[config.mk]
export PLATFORM = sky130hd
export DESIGN_NAME = uart_rx_frame_ctl
export DESIGN_NICKNAME = d
export VERILOG_FILES = /design/src/rtl/uart_rx_frame_ctl_pkg.sv /design/src/rtl/uart_frame_tmo.sv /design/src/rtl/uart_rx_frame_ctl.sv
export SDC_FILE = /design/constraint.sdc
export NUM_CORES = 1
export LEC_CHECK = 0
export CORE_AREA = 2 2 113 158
export CTS_CLUSTER_DIAMETER = 100
export DETAILED_ROUTE_END_ITERATION = 8
export DIE_AREA = 0 0 115 160
export SETUP_SLACK_MARGIN = 0.02
export SYNTH_ARGS = -nofsm -noshare
export SYNTH_HDL_FRONTEND = slang
export SYNTH_SLANG_ARGS = --single-unit
[constraint.sdc]
create_clock -name clk_rx -period 6.8 [get_ports clk_rx]
set_input_delay 1.02 -clock clk_rx [delete_from_list [all_inputs] [get_ports clk_rx]]
set_output_delay 1.02 -clock clk_rx [all_outputs]
set_load 0.03 [all_outputs]
[src/rtl/uart_rx_frame_ctl_pkg.sv]
// Shared frame definitions for the UART receive frame controller:
// sync byte, sequencer state encoding and the error pulse bundle.
package uart_rx_frame_ctl_pkg;

  localparam logic [7:0] SYNC_BYTE = 8'hA5;

  typedef enum logic [2:0] {
    ST_HUNT = 3'd0,
    ST_CMD  = 3'd1,
    ST_LEN  = 3'd2,
    ST_PLD  = 3'd3,
    ST_CHK  = 3'd4,
    ST_HOLD = 3'd5
  } frame_state_e;

  typedef struct packed {
    logic chk;
    logic len;
    logic tmo;
    logic frm;
    logic ovr;
  } frame_err_t;

  localparam frame_err_t ERR_NONE = '0;

  // States in which a frame is being collected and the inter-byte timer runs.
  function automatic logic in_frame(frame_state_e s);
    return (s == ST_CMD) || (s == ST_LEN) || (s == ST_PLD) || (s == ST_CHK);
  endfunction

endpackage

[src/rtl/uart_frame_tmo.sv]
// Inter-byte timeout counter. Counts while run=1, restarts on clr or when
// idle, and flags expired on the last count so the caller can act on it.
module uart_frame_tmo
  import uart_rx_frame_ctl_pkg::*;
#(
  parameter int TIMEOUT_CYCLES = 100_000
) (
  input  logic clk_rx,
  input  logic rst_clk_rx,
  input  logic clr,
  input  logic run,
  output logic expired
);

  localparam int CNT_W = (TIMEOUT_CYCLES > 1) ? $clog2(TIMEOUT_CYCLES) : 1;
  localparam logic [CNT_W-1:0] CNT_LAST = CNT_W'(TIMEOUT_CYCLES - 1);

  logic [CNT_W-1:0] count;

  assign expired = run && (count == CNT_LAST);

  // Counter restarts on every byte, whenever no frame is open, and after expiry.
  always_ff @(posedge clk_rx) begin
    if (rst_clk_rx) begin
      count <= '0;
    end else if (clr || !run || expired) begin
      count <= '0;
    end else begin
      count <= count + CNT_W'(1);
    end
  end

endmodule

[src/rtl/uart_rx_frame_ctl.sv]
// UART receive frame controller: assembles SYNC/CMD/LEN/payload/CHK frames
// from the byte stream, buffers the payload and holds one validated command
// until the consumer takes it. Errors are reported as one-cycle pulses.
//
// state | meaning
// HUNT  | waiting for the sync byte
// CMD   | next byte is the command code
// LEN   | next byte is the payload length
// PLD   | collecting payload bytes
// CHK   | next byte is the XOR checksum
// HOLD  | validated command presented on cmd_valid
module uart_rx_frame_ctl
  import uart_rx_frame_ctl_pkg::*;
#(
  parameter int MAX_LEN        = 16,
  parameter int LEN_W          = 5,
  parameter int TIMEOUT_CYCLES = 100_000
) (
  input  logic             clk_rx,
  input  logic             rst_clk_rx,
  input  logic [7:0]       rx_data,
  input  logic             rx_data_rdy,
  input  logic             frm_err,
  output logic             cmd_valid,
  input  logic             cmd_ready,
  output logic [7:0]       cmd_code,
  output logic [LEN_W-1:0] cmd_len,
  input  logic [LEN_W-1:0] pld_addr,
  output logic [7:0]       pld_data,
  output logic             err_chk,
  output logic             err_len,
  output logic             err_tmo,
  output logic             err_frm,
  output logic             err_ovr
);

  localparam int IDX_W = (MAX_LEN > 1) ? $clog2(MAX_LEN) : 1;

  frame_state_e     state, state_nxt;
  frame_err_t       err_q, err_nxt;
  logic [7:0]       code_q;
  logic [LEN_W-1:0] len_q;
  logic [LEN_W-1:0] idx_q;
  logic [7:0]       chk_q;
  logic [7:0]       pld_buf [0:MAX_LEN-1];

  logic rx_ok;
  logic tmo_run;
  logic tmo_expired;
  logic ld_code;
  logic ld_len;
  logic wr_pld;

  assign rx_ok   = rx_data_rdy && !frm_err;
  assign tmo_run = in_frame(state);

  uart_frame_tmo #(
    .TIMEOUT_CYCLES(TIMEOUT_CYCLES)
  ) u_tmo (
    .clk_rx    (clk_rx),
    .rst_clk_rx(rst_clk_rx),
    .clr       (rx_data_rdy),
    .run       (tmo_run),
    .expired   (tmo_expired)
  );

  // State register.
  always_ff @(posedge clk_rx) begin
    if (rst_clk_rx) begin
      state <= ST_HUNT;
    end else begin
      state <= state_nxt;
    end
  end

  // Next state, error pulse selection and datapath load strobes.
  always_comb begin
    state_nxt = state;
    err_nxt   = ERR_NONE;
    ld_code   = 1'b0;
    ld_len    = 1'b0;
    wr_pld    = 1'b0;
    unique case (state)
      ST_HUNT: begin
        if (rx_ok && (rx_data == SYNC_BYTE)) begin
          state_nxt = ST_CMD;
        end
      end
      ST_CMD: begin
        if (rx_ok) begin
          ld_code   = 1'b1;
          state_nxt = ST_LEN;
        end
      end
      ST_LEN: begin
        if (rx_ok) begin
          if (rx_data > 8'(MAX_LEN)) begin
            err_nxt.len = 1'b1;
            state_nxt   = ST_HUNT;
          end else begin
            ld_len    = 1'b1;
            state_nxt = (rx_data == 8'h00) ? ST_CHK : ST_PLD;
          end
        end
      end
      ST_PLD: begin
        if (rx_ok) begin
          wr_pld = 1'b1;
          if (idx_q == (len_q - LEN_W'(1))) begin
            state_nxt = ST_CHK;
          end
        end
      end
      ST_CHK: begin
        if (rx_ok) begin
          if (rx_data == chk_q) begin
            state_nxt = ST_HOLD;
          end else begin
            err_nxt.chk = 1'b1;
            state_nxt   = ST_HUNT;
          end
        end
      end
      ST_HOLD: begin
        // Bytes cannot be stored while a command is pending; they are dropped.
        if (rx_data_rdy) begin
          err_nxt.ovr = 1'b1;
        end
        if (cmd_ready) begin
          state_nxt = ST_HUNT;
        end
      end
      default: begin
        state_nxt = ST_HUNT;
      end
    endcase
    // Aborts common to every in-frame state; a byte in the expiry cycle wins.
    if (tmo_run) begin
      if (rx_data_rdy && frm_err) begin
        err_nxt   = ERR_NONE;
        err_nxt.frm = 1'b1;
        state_nxt = ST_HUNT;
      end else if (!rx_data_rdy && tmo_expired) begin
        err_nxt.tmo = 1'b1;
        state_nxt   = ST_HUNT;
      end
    end
  end

  // Command fields, running checksum, payload index and error pulse registers.
  always_ff @(posedge clk_rx) begin
    if (rst_clk_rx) begin
      code_q <= '0;
      len_q  <= '0;
      idx_q  <= '0;
      chk_q  <= '0;
      err_q  <= ERR_NONE;
    end else begin
      err_q <= err_nxt;
      if (ld_code) begin
        code_q <= rx_data;
        chk_q  <= rx_data;
      end
      if (ld_len) begin
        len_q <= LEN_W'(rx_data);
        idx_q <= '0;
        chk_q <= chk_q ^ rx_data;
      end
      if (wr_pld) begin
        idx_q <= idx_q + LEN_W'(1);
        chk_q <= chk_q ^ rx_data;
      end
    end
  end

  // Payload storage; contents survive reset and aborted frames.
  always_ff @(posedge clk_rx) begin
    if (!rst_clk_rx && wr_pld) begin
      pld_buf[idx_q[IDX_W-1:0]] <= rx_data;
    end
  end

  // Combinational payload read port, zero outside the buffer.
  always_comb begin
    pld_data = 8'h00;
    if (pld_addr < LEN_W'(MAX_LEN)) begin
      pld_data = pld_buf[pld_addr[IDX_W-1:0]];
    end
  end

  assign cmd_valid = (state == ST_HOLD);
  assign cmd_code  = code_q;
  assign cmd_len   = len_q;
  assign err_chk   = err_q.chk;
  assign err_len   = err_q.len;
  assign err_tmo   = err_q.tmo;
  assign err_frm   = err_q.frm;
  assign err_ovr   = err_q.ovr;

endmodule
[Word-level counts from Yosys, hierarchy flattened]
Memories as Yosys holds them, arrays and structs flattened.
Cells that the tools add are included.
Storage, ports and cells
  register bits: 51
  memories: 1
  input port bits: 18
  bits in writable memories: 128
Memory list
  pld_buf: depth 16, width 8, rd ports 1, clocked after memory_dff 0, write ports 1, RTL line uart_rx_frame_ctl.sv:45  | logic [7:0] pld_buf [0:MAX_LEN-1];
Operators by class
  reductions and logical operators: 22
  bitwise operators: 2
  order comparisons: 2
  $add $sub $neg: 3
  muxes and demuxes: 41
  equality and inequality tests: 9
Operator list (count)
  2-to-1 mux 3 bit: 13
  2-to-1 mux 8 bit: 4
  2-to-1 mux 1 bit: 18
  case mux 3 bit (6 select lines): 1
  adder 17 x 1 -> 17 bit, second input constant: 1
  == test 17 bit, second input constant: 1
  2-to-1 mux 5 bit: 3
  == test 8 bit: 1
  == test 8 bit, second input constant: 1
  greater-than comparator 8 x 5 -> 1 bit, second input constant: 1
  logical NOT 8 bit: 1
  bitwise XOR 8 bit: 1
  == test 3 x 2 -> 1 bit, second input constant: 2
  == test 3 bit, second input constant: 2
  logical AND 1 bit: 6
  adder 5 x 1 -> 5 bit, second input constant: 1
  == test 5 bit: 1
  logical OR 1 bit: 5
  < comparator 5 bit, second input constant: 1
  subtractor 5 x 1 -> 5 bit, second input constant: 1
  logical NOT 1 bit: 4
  2-to-1 mux 2 bit: 2
  OR reduction 2 bit: 2
  == test 3 x 1 -> 1 bit, second input constant: 1
  5 further kinds: 5

[Depth between registers and ports, before layout]
  depth after elaboration: 9
  gate-level depth with buffers: 7

[Cells and area by module]
From an unflattened synthesis, not the netlist that was laid out.
Second synthesis, totals
  cells, all modules: 518
  area total of the unflattened synthesis: 7633.6 sq um
By module, submodules not included
  uart_rx_frame_ctl: instances 1, seq. area each 4524.3 sq um, cells an instance 428, area an instance 6831.6 sq um
  uart_frame_tmo: instances 1, seq. area each 340.3 sq um, cells an instance 90, area an instance 802.0 sq um

[Worst setup path after synthesis]
No wires, ideal clock.
  path type: input-to-output
  from: input port pld_addr[0]
  to: output port pld_data[0]
  arrival time: 2567 ps
  data required time: 5780 ps
  path slack: 3213 ps
  stages: 5
  cell sequence: buf_2 -> buf_4 -> mux4_2 -> mux4_2 -> nor2b_1
Between the ends
  cells in the longest elaborated chain, start to end: 2
RTL lines
  start: declaration: RTL line uart_rx_frame_ctl.sv:28  | input logic [LEN_W-1:0] pld_addr,
  memory (16 x 8 bit) / < comparator 5 bit (equally long branches)
  2-to-1 mux 8 bit (*): RTL line uart_rx_frame_ctl.sv:186  | if (pld_addr < LEN_W'(MAX_LEN)) begin
  end: declaration: RTL line uart_rx_frame_ctl.sv:29  | output logic [7:0] pld_data,
Mark *: on every way between the ends. The rest lies on a longest branch, timed or not.

[Worst setup path after layout]
  from: input port pld_addr[0]
  to: output port pld_data[4]
Same word-level chain as after synthesis.

==> run_results.csv <==
group,metric,value,unit
floorplanning,initial_utilization,43.8,%
worst_setup_path,reg2reg_from,"state[2]",
power_and_ir_drop,irDropWorstVdd,0.000136,V
worst_setup_path,crit_required,5780,ps
sta,setup_viol,0,
yosys,synth_top_area_cell,"edfxtp_1",
yosys,avgSynthCellArea,14.6,um^2
worst_setup_path,critical-path-max-stage-delay,830,ps
grt,grt.total_usage,18.4,%
final_layout,nFillCells,1433,
detailed_routing,wirelength,15800,um
worst_setup_path,r2r_setup_slack,3990,ps
floorplanning,die_area,18400,um^2
cts,cts_buffers,17,
grt,grt_pass1_vias,4553,
place,gp_congestion,0.803,
cts,clock_latency,420,ps
detailed_routing,routedWlPerCell,20.4,um
yosys,synth_ff_type,"edfxtp_1",
yosys,ys_ff_latch,179,
grt,antenna_found_initial,0,
detailed_routing,ant_nets,0,
cts,clk_pin_slew,60,ps
yosys,yosysWarnings,0,
job,drv_cap,0,
power_and_ir_drop,totalPowerFinal,2.25,mW
sta,fin_skew,5.81,ps
final_layout,nets,582,
worst_setup_path,end_kind,"output pin",
run_status,status,"finished clean",
yosys,synth_cell_types,50,
yosys,synthesis.nets,538,
sta,max_freq,210,MHz
final_layout,antennaDiodeCount,0,
power_and_ir_drop,powerDensity,258,nW/um^2
yosys,synthCells,514,
cts,clk_path_buf_depth,2,
sta,hold_viol_final,0,
yosys,ys_async_sr_fraction,0,%
sta,period_needed,4770,ps
worst_setup_path,timing.critical_path.from_type,"input port",
worst_setup_path,cp-endpoint,"pld_data[4]",
sta,slew_headroom,25.2,%
detailed_routing,drt_iter0_drc,298,
worst_setup_path,r2r_cells,5,
grt,overflow,0,
final_layout,areaGrowthSynthToFinish,16.5,%
grt,grt_pass1_wl,25400,um
cts,post-cts-setup-buffers,0,
worst_setup_path,critPathLaunch,"pld_addr[0]",
place,dpl.hpwl,10500,um
yosys,syn_area,7490,um^2
worst_setup_path,path_cells,"buf_2, mux4_2, mux4_2, nor2b_1, clkdlybuf4s50_1",
floorplanning,row_count,57,
floorplanning,ios,45,
sta,drv_slew,0,
worst_setup_path,crit_path_max_fanout,32,
sta,tightest_slew,1120,ps
sta,fin_tns_setup,0,ps
floorplanning,fp.dieH,160,um
floorplanning,coreArea,17100,um^2
cts,cts.sinks,179,
sta,period_share,70.2,%
worst_setup_path,arrival,3750,ps
detailed_routing,route.detailed.drc,0,
worst_setup_path,r2r-end,"pld_buf[7][3]",
detailed_routing,drt_pass1_iterations,4,
sta,rsz0062_at_grt,"false",
cts,ctsHoldBuffers,0,
detailed_routing,vias,4309,
floorplanning,die_w,115,um
worst_setup_path,path_class,"in2out",
worst_setup_path,critPathMostFrequentCell,"mux4_2",
place,io_buffers,44,
power_and_ir_drop,power_leakage,2.76,nW
cts,cts_resized,0,
yosys,synth_top_area_share,51.3,%
yosys,synth_edf_count,128,
detailed_routing,viasPerCell,5.56,
cts,clock-root-buffer,"clkbuf_16",
cts,cts_tree,"done",
hold_path,hold_path.class,"reg2reg",
yosys,seq_area_frac_synth,64.9,%
yosys,synth_area_leaders,"edfxtp_1, dfxtp_1, mux4_2, nor2_1, xnor2_1",
sta,holdWs,464,ps
grt,grt_max_degree,35,
final_layout,layout-drive-gt1-share,15.5,%
cts,h-tree-depth,4,
worst_setup_path,worst_path_max_delay_cell,"buf_2",
-- routing by layer --
| layer | global-route usage, % | up-vias | routed length (um) |
|---|---|---|---|
| li1 | - | 2041 | - |
| met1 | 22.5 | 2153 | 6490 |
| met2 | 32.3 | 97 | 8520 |
| met3 | 3.83 | 18 | 581 |
| met4 | 5.86 | 0 | 195 |
| met5 | 0 | - | 0 |
-- cells by family (layout without fill, tap and decap cells) --
logic type                 count (synthesis)  after routing  share of synthesized area [%]
muxes                                     45             45                           12.7
DFF                                      179            179                           64.9
AOI/OAI and AO/OA                         55             55                           4.89
adders and majority gates                  6              6                           1.00
xor gates and xnor gates                  30             30                           3.51
and+or+nand+nor                          164            164                           10.9
buffers and inverters                     35             90                           2.05
-- layout by cell type, fill, tap and decap left out, types with 17 or more instances in the layout --
cell type / Yosys / routed
edfxtp_1: 128 / 128
nor2_1: 51 / 51
dfxtp_1: 51 / 51
clkdlybuf4s50_1: 0 / 43
mux4_2: 40 / 40
nand2_1: 39 / 39
a21oi_1: 23 / 23
xnor2_1: 19 / 19
clkbuf_16: 0 / 17
-- cell type report --
cell class                      instances  area [um^2]  area share [%]
Clock buffer                           18          429            4.92
Multi-Input combinational cell        300         2490            28.6
Sequential cell                       179         4860            55.7
Inverter                                8         30.0           0.344
Timing Repair Buffer                   52          495            5.68
Clock inverter                         12          156            1.79
Tap cell                              206          258            2.95
-- synth_stat cells, types with 4 or more instances --
| cell | count |
|---|---|
| inv_1 | 8 |
| xor2_1 | 11 |
| a21oi_1 | 23 |
| buf_2 | 6 |
| nor3_1 | 15 |
| xnor2_1 | 19 |
| a311oi_1 | 7 |
| nand4_1 | 7 |
| o21bai_1 | 4 |
| mux2i_1 | 5 |
| nand2b_1 | 6 |
| buf_1 | 4 |
| buf_4 | 4 |
| clkbuf_1 | 13 |
| nand3_1 | 11 |
| nand2_1 | 39 |
| edfxtp_1 | 128 |
| a31oi_1 | 5 |
| mux4_2 | 40 |
| ha_1 | 6 |
| nor2b_1 | 11 |
| dfxtp_1 | 51 |
| nor2_1 | 51 |
-- metrics by stage --
stage          cells  utilization (%)  setup slack (ps)  instance area [um^2]
2_1_floorplan    514                -              3210                  7490
3_3_place_gp     745             47.6              1970                  8140
3_5_place_dp     745             47.6              1950                  8140
4_1_cts          775             51.0              1950                  8730
5_1_grt          775             51.0              1800                  8730
6_report         775             51.0              2030                  8730
-- how the worst min path moves through the flow --
stage / startpoint / end / slack (ps) / cells past startpoint
2_1_floorplan: u_tmo.count[0] / u_tmo.count[0] / 430 / 1
3_3_place_gp: u_tmo.count[0] / u_tmo.count[0] / 440 / 1
3_5_place_dp: cmd_code[1] / cmd_code[1] / 450 / 2
4_1_cts: cmd_code[1] / cmd_code[1] / 460 / 2
5_1_grt: cmd_code[1] / cmd_code[1] / 480 / 2
6_report: cmd_code[2] / cmd_code[2] / 460 / 2
-- state kept, by name, summed over array words and instances (netlist names) --
name         cells
cmd_code         8
err_tmo          1
err_frm          1
err_chk          1
err_len          1
state            3
err_ovr          1
pld_buf        128
idx_q            5
u_tmo.count     17
chk_q            8
cmd_len          5
-- power by group --
| part | internal (mW) | switching, mW |
|---|---|---|
| clock network | 0.577 | 0.405 |
| registers | 1.17 | 0.0000368 |
| logic | 0.0479 | 0.0571 |
-- worst max-delay path: cells and delay by family --
kind	cells	cell delay, ps
mux	2	1130
buf+inv	2	1430
simple gates	1	150
Note: power is estimated with default switching activity, not from simulation.
